`config.mk`:
```
export PLATFORM = sky130hd
export DESIGN_NAME = kyber_parse_sampler
export DESIGN_NICKNAME = d
export VERILOG_FILES = /design/src/rtl/kyber_parse_sampler.sv
export SDC_FILE = /design/constraint.sdc
export NUM_CORES = 1
export LEC_CHECK = 0
export BUFFER_PORTS_ARGS = -buffer_cell sky130_fd_sc_hd__buf_2
export CAP_MARGIN = 5
export CORE_ASPECT_RATIO = 1.75
export CORE_MARGIN = 4
export CORE_UTILIZATION = 40
export CTS_CLUSTER_SIZE = 25
export DETAILED_ROUTE_END_ITERATION = 10
export PLACE_DENSITY = 0.6
export SYNTH_ARGS = -nofsm -noshare
export SYNTH_HDL_FRONTEND = slang
export SYNTH_SLANG_ARGS = --single-unit
```
`constraint.sdc`:
```
create_clock -name clk -period 4.2 [get_ports clk]
set_input_delay 0.21 -clock clk [delete_from_list [all_inputs] [get_ports clk]]
set_output_delay 0.21 -clock clk [all_outputs]
set_load 0.01 [all_outputs]
```
`src/rtl/kyber_parse_sampler.sv`:
```
// kyber_parse_sampler
// Consumes 64-bit SHAKE-128 squeeze words, buffers them as bytes and runs
// the Kyber Parse rejection sampler on byte triples. Each triple yields two
// 12-bit candidates; candidates below Q are emitted in order with an index.
// One polynomial (N_COEF accepted coefficients) per start pulse.
//
// Optional build macro PARSE_STATS_EN adds the reject_cnt and words_used
// statistics outputs. Without it the block has no statistics logic.
//
// state | meaning
// ------+--------------------------------------------------------------
// IDLE  | waiting for start, no requests issued
// RUN   | pop one byte triple when at least 3 bytes are buffered
// EMIT1 | offer d1 downstream (skipped without a valid cycle if d1 >= Q)
// EMIT2 | offer d2 downstream (skipped without a valid cycle if d2 >= Q)
// DONE  | one-cycle done pulse, buffer flushed, then back to IDLE

module kyber_parse_sampler #(
  parameter int Q         = 3329,
  parameter int N_COEF    = 256,
  // Must be a power of two so the byte pointers wrap naturally.
  parameter int BUF_BYTES = 32
) (
  input  logic        clk,
  input  logic        rst,
  input  logic        start,
  input  logic [63:0] in_data,
  input  logic        in_valid,
  output logic        gimme,
  output logic [11:0] coef_out,
  output logic        coef_valid,
  input  logic        coef_ready,
  output logic [7:0]  coef_idx,
  output logic        busy,
  output logic        done
`ifdef PARSE_STATS_EN
  ,
  output logic [15:0] reject_cnt,
  output logic [7:0]  words_used
`endif
);

  localparam int PW = $clog2(BUF_BYTES);
  localparam int CW = $clog2(BUF_BYTES + 1);
  localparam logic [11:0] Q12 = 12'(Q);
  localparam logic [7:0] LAST_IDX = 8'(N_COEF - 1);
  // Request threshold leaves room for two more words after gimme drops.
  localparam logic [CW-1:0] REQ_MAX = CW'(BUF_BYTES - 24);

  typedef enum logic [2:0] {
    S_IDLE,
    S_RUN,
    S_EMIT1,
    S_EMIT2,
    S_DONE
  } state_t;

  state_t state, state_n;

  logic [7:0]    byte_mem [BUF_BYTES];
  logic [PW-1:0] rd_ptr, wr_ptr;
  logic [CW-1:0] count, count_n;
  logic [11:0]   d1, d2;
  logic          d1_ok, d2_ok;
  logic          push, pop, hs, last_hs, flush;
  logic          busy_n, gimme_n;
  logic [7:0]    b0, b1, b2;

  assign busy    = (state == S_RUN) || (state == S_EMIT1) || (state == S_EMIT2);
  assign done    = (state == S_DONE);
  assign d1_ok   = (d1 < Q12);
  assign d2_ok   = (d2 < Q12);

  // A word in the same cycle as start belongs to the abandoned polynomial.
  assign push    = in_valid && busy && !start;
  assign pop     = (state == S_RUN) && (count >= CW'(3)) && !start;
  assign flush   = start || (state == S_DONE);

  assign hs      = coef_valid && coef_ready;
  assign last_hs = hs && (coef_idx == LAST_IDX);

  assign b0      = byte_mem[rd_ptr];
  assign b1      = byte_mem[rd_ptr + PW'(1)];
  assign b2      = byte_mem[rd_ptr + PW'(2)];

  // Output mux: a candidate is only offered while its EMIT state is active.
  always_comb begin
    coef_out   = 12'd0;
    coef_valid = 1'b0;
    if (state == S_EMIT1) begin
      coef_out   = d1;
      coef_valid = d1_ok;
    end else if (state == S_EMIT2) begin
      coef_out   = d2;
      coef_valid = d2_ok;
    end
  end

  // Next-state logic; start overrides everything.
  always_comb begin
    state_n = state;
    case (state)
      S_IDLE:  state_n = S_IDLE;
      S_RUN:   if (count >= CW'(3)) state_n = S_EMIT1;
      S_EMIT1: begin
        if (!d1_ok)       state_n = S_EMIT2;
        else if (last_hs) state_n = S_DONE;
        else if (hs)      state_n = S_EMIT2;
      end
      S_EMIT2: begin
        if (!d2_ok)       state_n = S_RUN;
        else if (last_hs) state_n = S_DONE;
        else if (hs)      state_n = S_RUN;
      end
      S_DONE:  state_n = S_IDLE;
      default: state_n = S_IDLE;
    endcase
    if (start) state_n = S_RUN;
  end

  // Byte occupancy after this cycle's append and triple pop.
  always_comb begin
    count_n = count;
    if (flush) begin
      count_n = '0;
    end else begin
      count_n = count + (push ? CW'(8) : CW'(0)) - (pop ? CW'(3) : CW'(0));
    end
  end

  // Request decision is taken on next-cycle values so gimme is registered.
  always_comb begin
    busy_n  = (state_n == S_RUN) || (state_n == S_EMIT1) || (state_n == S_EMIT2);
    gimme_n = busy_n && (count_n <= REQ_MAX);
  end

  // FSM state register.
  always_ff @(posedge clk or negedge rst) begin
    if (!rst) state <= S_IDLE;
    else      state <= state_n;
  end

  // Byte storage; contents are don't-care until counted, so no reset.
  always_ff @(posedge clk) begin
    if (push) begin
      for (int k = 0; k < 8; k++) begin
        byte_mem[wr_ptr + PW'(k)] <= in_data[8*k +: 8];
      end
    end
  end

  // Buffer pointers and occupancy.
  always_ff @(posedge clk or negedge rst) begin
    if (!rst) begin
      rd_ptr <= '0;
      wr_ptr <= '0;
      count  <= '0;
    end else begin
      count <= count_n;
      if (flush) begin
        rd_ptr <= '0;
        wr_ptr <= '0;
      end else begin
        if (push) wr_ptr <= wr_ptr + PW'(8);
        if (pop)  rd_ptr <= rd_ptr + PW'(3);
      end
    end
  end

  // Candidate registers: d1 = b0 + 256*(b1 & 0xF), d2 = (b1 >> 4) + 16*b2.
  always_ff @(posedge clk or negedge rst) begin
    if (!rst) begin
      d1 <= 12'd0;
      d2 <= 12'd0;
    end else if (pop) begin
      d1 <= {b1[3:0], b0};
      d2 <= {b2, b1[7:4]};
    end
  end

  // Coefficient index; held at the last value after completion.
  always_ff @(posedge clk or negedge rst) begin
    if (!rst)                 coef_idx <= 8'd0;
    else if (start)           coef_idx <= 8'd0;
    else if (hs && !last_hs)  coef_idx <= coef_idx + 8'd1;
  end

  // Registered read request towards the keccak output FIFO.
  always_ff @(posedge clk or negedge rst) begin
    if (!rst) gimme <= 1'b0;
    else      gimme <= gimme_n;
  end

`ifdef PARSE_STATS_EN
  logic rejecting;
  assign rejecting = ((state == S_EMIT1) && !d1_ok) || ((state == S_EMIT2) && !d2_ok);

  // Rejected-candidate counter, saturating; only advances while busy.
  always_ff @(posedge clk or negedge rst) begin
    if (!rst)                                     reject_cnt <= 16'd0;
    else if (start)                               reject_cnt <= 16'd0;
    else if (rejecting && reject_cnt != 16'hFFFF) reject_cnt <= reject_cnt + 16'd1;
  end

  // Accepted-word counter, saturating.
  always_ff @(posedge clk or negedge rst) begin
    if (!rst)                             words_used <= 8'd0;
    else if (start)                       words_used <= 8'd0;
    else if (push && words_used != 8'hFF) words_used <= words_used + 8'd1;
  end
`endif

endmodule

```
==> flow_summary.yaml, run 1 <==
grt:
  grt_max_degree: 111
  grt_use_met3_pct: 1.685
  grt_use_total_pct: 19.61
  use_met1_pct: 23.33
  grt_pass1_wl_um: 74310
  top_usage_layer: "met2"
  grt.overflow.total: 0
  grt_pass1_vias: 12430
  antenna_found_initial: 1
  met2_usage_pct: 36.35
critical_path:
  crit_path_max_incr_delay_ns: 0.51
  worstPathRequired_ns: 4.65
  critPathBufInv: 1
  cp-start-kind: "register"
  cp_max_fo: 8
  path_cells: "or3b_1 > a211oi_2 > nand2b_2 > ha_1 > ha_1 > inv_1 > fa_1 > xor2_1 > a31o_2 > a31o_2 > o221a_1"
  cpMaxStageDelayCell: "a211oi_2"
  cp-startpoint: "state[2]$_DFF_PN0_"
  r2r-end: "gimme$_DFF_PN0_"
  r2r-start: "state[2]$_DFF_PN0_"
  cp-end-kind: "register"
  worst_r2r_path_depth: 11
  path_delay_family: "compound AO/OA/AOI/OAI gates"
  r2r_setup_slack_ns: 0.85
  cp.arrival_ns: 3.80
  crit_type: "register to register"
cells_and_area:
  area_growth_pct: 14.51
  num-fill-cells: 3985
  fin_area_um2: 20970
  nets: 1592
  seq_area_um2: 8922
  multi_input_area_um2: 8816
  drive_above_1_share_pct: 29.16
power_and_ir_drop:
  powerDensity_nw_per_um2: 539.3
  leakagePower_uw: 0.007647
  finalPower_uw: 11310
  max-vdd-ir-drop_mv: 0.3304
floorplanning:
  start_util_pct: 40.48
  dieArea_um2: 49400
  fp.dieW_um: 169.7
  rows: 103
  core-area_um2: 45230
  die_h_um: 291.0
  io_pins: 93
routing:
  via_per_inst: 5.743
  antenna_left: 0
  drt_iter0_drc: 1112
  wirelength_um: 48290
  via_count: 12080
  drc: 0
  dr.pass1.iters: 5
  post_drt_wl_per_cell_um: 22.95
status:
  outcome: "finished, final reports clean"
timing:
  setup_viol: 0
  fin_crit_sh_pct: 79.76
  final.setup.tns_ns: 0
  slew_violations: 0
  slew_headroom_pct: 41.97
  worstMarginPinSlew_ns: 0.8704
  max_freq_mhz: 298.5
  clock_skew_ns: 0.01600
  timing.hold.ws_ns: 0.03394
  period_needed_ns: 3.350
  finalHoldViolCount: 0
  rsz0062_at_grt: "false"
  setup_ws_ns: 0.8502
clock_network:
  path_clk_slew_ns: 0.07
  htree_levels: 1
  post-cts-setup-buffers: 0
  root_buffer: "clkbuf_16"
  cts.sinks: 305
  clockBufferDepth: 3
  cts_tree: "built"
  clock_latency_ns: 0.56
  cts_buffers: 28
  cts-resized-gates: 0
yosys:
  syn_nets: 1465
  synth-seq-cells: 305
  ys.flop_type: "edfxtp_1"
  syn_avg_cell_area_um2: 13.30
  ys_types: 54
  syn_inst: 1377
  yosysWarnings: 0
  synth_edf_count: 256
  seq_area_frac_synth_pct: 48.68
  async_flop_share_pct: 16.07
  synth.cell_area_um2: 18310
worst_hold_path:
  hp-class: "input port to register"
  hp-start: "in_data[11]"
  worstHoldPathCells: 3
  whs_endpoint: "byte_mem[25][3]$_DFFE_PP_"
place:
  port_buffers: 92
  gp_congestion: 0.8345
  pre_cts_ws_ns: 0.8830
  hpwlAfterDp_um: 34800
  place_area_um2: 19450
job:
  cap_viol_max_count: 0
[worst register-to-register path: cells and delay by family, from the launching register on]
family	cells	cell delay [ns]
and+or+nand+nor	2	0.58
xor gates and xnor gates	1	0.18
DFF	1	0.46
buffers and inverters	1	0.06
AOI/OAI and AO/OA	4	1.09
adders and majority gates	3	0.87
[synthesized netlist by cell type (3+ instances only)]
cell type    n  area (µm²)
nor2_1      20       75.07
or3_1        3       18.77
nand3_1      6       30.03
a22o_1      12       105.1
xor2_1       9       78.83
mux4_2     240        5405
a21oi_1     13       65.06
nand2_1    514        1929
inv_2        5       18.77
buf_6        6       67.56
mux2i_1     26       260.3
buf_1        6       22.52
dfrtp_1     49        1226
o21ai_1     26       130.1
buf_4       12       90.09
ha_1        18       225.2
buf_2       29       145.1
clkbuf_1    46       172.7
a31o_2       3       26.28
edfxtp_1   256        7687
xnor2_1      4       35.03
and2_1       3       18.77
inv_1       24       90.09
o31ai_1      3       22.52
o21ai_0      3       15.01
o211ai_1     4       30.03
nor4_1       4       25.02
[sequential cells by signal (all words and copies together) (netlist names)]
register,count
state,3
rd_ptr,5
count,6
wr_ptr,2
coef_idx,8
byte_mem,256
d2,12
gimme,1
d1,12
[through the flow]
| step | std cells | utilization [%] |
|---|---|---|
| 3_5_place_dp | 1994 | 43.00 |
| 5_1_grt | 2104 | 46.35 |
| 3_3_place_gp | 1994 | 43.00 |
| 6_report | 2104 | 46.35 |
| 2_1_floorplan | 1377 | - |
| 4_1_cts | 2103 | 46.35 |
[metal layers]
metal	vias to the layer above	share of wire, %
li1	5476	-
met3	94	4.8
met4	0	4.0
met5	-	0
met1	6073	36
met2	441	55
[worst max-delay path by stage]
stage	end	slack, ns	cells past startpoint
after global placement	gimme$_DFF_PN0_	0.94	13
after floorplan	d2[3]$_DFFE_PN0P_	0.67	11
after CTS	gimme$_DFF_PN0_	0.86	11
after global routing	gimme$_DFF_PN0_	0.63	13
after detailed placement	gimme$_DFF_PN0_	0.88	11
final	gimme$_DFF_PN0_	0.85	11
[cells in the final DEF (no fill, tap or decap), drive strengths merged, types with 6 or more instances in the layout]
| cell | netlist | layout |
|---|---|---|
| dlygate4sd3 | 0 | 57 |
| clkinv | 0 | 15 |
| a22o | 12 | 12 |
| nand3 | 6 | 6 |
| clkbuf | 46 | 34 |
| inv | 29 | 25 |
| xor2 | 11 | 11 |
| nand2 | 514 | 514 |
| buf | 53 | 139 |
| mux2i | 26 | 26 |
| dfrtp | 49 | 49 |
| mux4 | 240 | 240 |
| o21ai | 30 | 30 |
| ha | 18 | 18 |
| a21oi | 13 | 13 |
| nor2 | 21 | 21 |
| edfxtp | 256 | 256 |
[power breakdown]
group	switching (µW)	total, µW	leakage (µW)	internal, µW
clock	1150	2660	0.000454	1510
sequential	251	3900	0.00295	3650
combinational	2350	4750	0.00424	2400
[cells by family after synthesis]
group,count (synthesis),synth area share (%)
simple gates,568,12.20
flops,305,48.68
mux,266,30.94
buf+inv,128,3.314
compound gates,76,2.726
fa+ha+maj,19,1.339
xor+xnor,15,0.7995
[what timing repair did]
item / 4_1_cts / 5_1_grt
hold endpoints to repair: 226 / 0
hold buffers: 57 / 0
endpoints found under the setup margin: 0 / 0
[cell type report]
type | count | area share [%]
diodes | 1 | 0.01193
repair buffers | 196 | 6.898
clock inverters | 18 | 0.9548
well taps | 577 | 3.443
flip-flops and latches | 305 | 42.55
multi-input cells | 944 | 42.05
clock buffers | 34 | 3.551
inverters | 29 | 0.5430
Power figures use the tool's default switching activity.
==> inputs of run 2 (changes only) <==
clock period = 3.1 ns   (was 4.2 ns; I/O delays follow)
==> run 2 against run 1 <==
Critical path depth up 2. First-iteration DRC count shrank 14%. Via count grew 0.98%. Utilization grew 0.64 points. Clock power rose by 35%. Fmax rose by 13%. Critical path type unchanged. Largest cell class unchanged. Largest power group unchanged.
==> flow_summary.yaml, run 2 (synthesized netlist as in run 1, its figures left out) <==
cells_and_area:
  largest_registers: "byte_mem (256), d1 (12), d2 (12)"
  post-route-util_pct: 46.99
  drive_above_1_share_pct: 29.82
  nets: 1612
  largest_register_ffs: 256
  mostFrequentLayoutCells: "nand2_1, edfxtp_1, mux4_2"
  fin_area_um2: 21260
  largest_register: "byte_mem"
  area_growth_pct: 16.09
  final_common_cell: "nand2_1"
critical_path:
  path_cells: "or3b_4 > a211oi_4 > nand2b_2 > ha_1 > ha_1 > inv_1 > fa_2 > inv_1 > a21o_1 > a21oi_2 > xnor2_1 > a31o_2 > o221a_1"
  cp.arrival_ns: 3.46
  endpoint: "gimme$_DFF_PN0_"
  crit_path_max_incr_delay_ns: 0.43
  r2r-start: "state[1]$_DFF_PN0_"
  cp-startpoint: "state[1]$_DFF_PN0_"
  cpMaxStageDelayCell: "dfrtp_1"
  worstPathRequired_ns: 3.60
  cp-end-kind: "register"
  crit_type: "register to register"
  r2r_setup_slack_ns: 0.14
  cp_max_fo: 6
  r2r-end: "gimme$_DFF_PN0_"
  worst_r2r_path_depth: 13
  cp-start-kind: "register"
routing:
  wirelength_um: 50340
  via_count: 12200
  antenna_left: 0
  dr.pass1.iters: 5
  drt_iter0_drc: 955
  post_drt_wl_per_cell_um: 23.70
  drc: 0
  via_per_inst: 5.745
timing:
  worstMarginPinSlew_ns: 0.8493
  setup_viol: 0
  clock_skew_ns: 0.02178
  final.setup.tns_ns: 0
  slew_violations: 0
  max_freq_mhz: 338.3
  period_needed_ns: 2.956
  rsz0062_at_grt: "false"
  fin_crit_sh_pct: 95.37
  finalHoldViolCount: 0
  slew_headroom_pct: 43.38
floorplanning:
  start_util_pct: 40.48
  core-area_um2: 45230
  fp.dieW_um: 169.7
  die_h_um: 291.0
  rows: 103
  io_pins: 93
  dieArea_um2: 49400
clock_network:
  root_buffer: "clkbuf_16"
  htree_levels: 1
  cts_buffers: 29
  path_clk_slew_ns: 0.07
  cts_tree: "built"
  clock_latency_ns: 0.58
  post-cts-setup-buffers: 0
  cts.sinks: 305
  clockBufferDepth: 3
place:
  hpwlAfterDp_um: 36580
  place_area_um2: 19640
  gp_congestion: 0.8608
  port_buffers: 92
grt:
  grt_pass1_wl_um: 76240
  grt_use_total_pct: 20.39
  grt.overflow.total: 0
  grt_pass1_vias: 12710
  antenna_found_initial: 0
  grt_max_degree: 85
status:
  outcome: "finished, final reports clean"
power_and_ir_drop:
  leakagePower_uw: 0.007774
  powerDensity_nw_per_um2: 729.5
  max-vdd-ir-drop_mv: 0.6415
worst_hold_path:
  hp-class: "input port to register"
job:
  cap_viol_max_count: 0
run 2: final cells by class:
type	instances	area [µm²]
sequential	305	8922
fill	3958	23980
clock inverter	20	201.4
antenna	1	2.502
timing repair buffer	215	1727
clock buffer	33	740.7
inverter	29	108.9
multi-input combinational	944	8832
tap	577	721.9
run 2: power breakdown:
part / total (µW) / internal (µW) / switching [µW] / leakage, µW
logic: 6620 / 3370 / 3250 / 0.00436
clock network: 3590 / 1980 / 1600 / 0.000462
registers: 5300 / 4940 / 364 / 0.00295
run 2: layer usage:
metal	part of all wire (%)	global-route usage, %	vias to the layer above
met3	5.1	1.508	99
met5	0	0	-
met2	57	39.48	420
met1	34	22.94	6175
li1	-	-	5508
met4	4.1	7.506	0
run 2: worst max-delay path, delay by kind of cell, from the launching register on:
family / cells / cell delay, ns
DFF: 1 / 0.43
AOI/OAI and AO/OA: 5 / 0.89
adders and majority gates: 3 / 0.74
buffers and inverters: 2 / 0.14
and+or+nand+nor: 2 / 0.52
xor gates and xnor gates: 1 / 0.16
run 2: metrics by stage:
step           setup slack, ns  power [µW]  hold WS [ns]  instances
3_5_place_dp            0.1854       11960        0.3146       2003
3_3_place_gp            0.2745       11820        0.2895       2003
6_report                0.1436       15510        0.1652       2124
2_1_floorplan         0.001089       10180       -0.1406       1377
4_1_cts                 0.1579       15600        0.1510       2123
5_1_grt                0.02099       16250        0.2197       2123
run 2: timing repair:
item | 4_1_cts | 5_1_grt
resized for setup | 0 | 1
hold endpoints to repair | 295 | 0
hold buffers | 67 | 0
setup endpoints to repair | 0 | 1
run 2: worst min-delay path by stage:
stage | cells past startpoint | slack [ns] | end | startpoint
after CTS | 4 | 0.15 | wr_ptr[3]$_DFFE_PN0P_ | in_valid
after detailed placement | 1 | 0.31 | coef_idx[6]$_DFFE_PN0P_ | rst
after global placement | 1 | 0.29 | coef_idx[6]$_DFFE_PN0P_ | rst
after global routing | 4 | 0.22 | wr_ptr[3]$_DFFE_PN0P_ | in_valid
after floorplan | 0 | -0.14 | coef_idx[0]$_DFFE_PN0P_ | rst
final | 4 | 0.17 | wr_ptr[3]$_DFFE_PN0P_ | in_valid
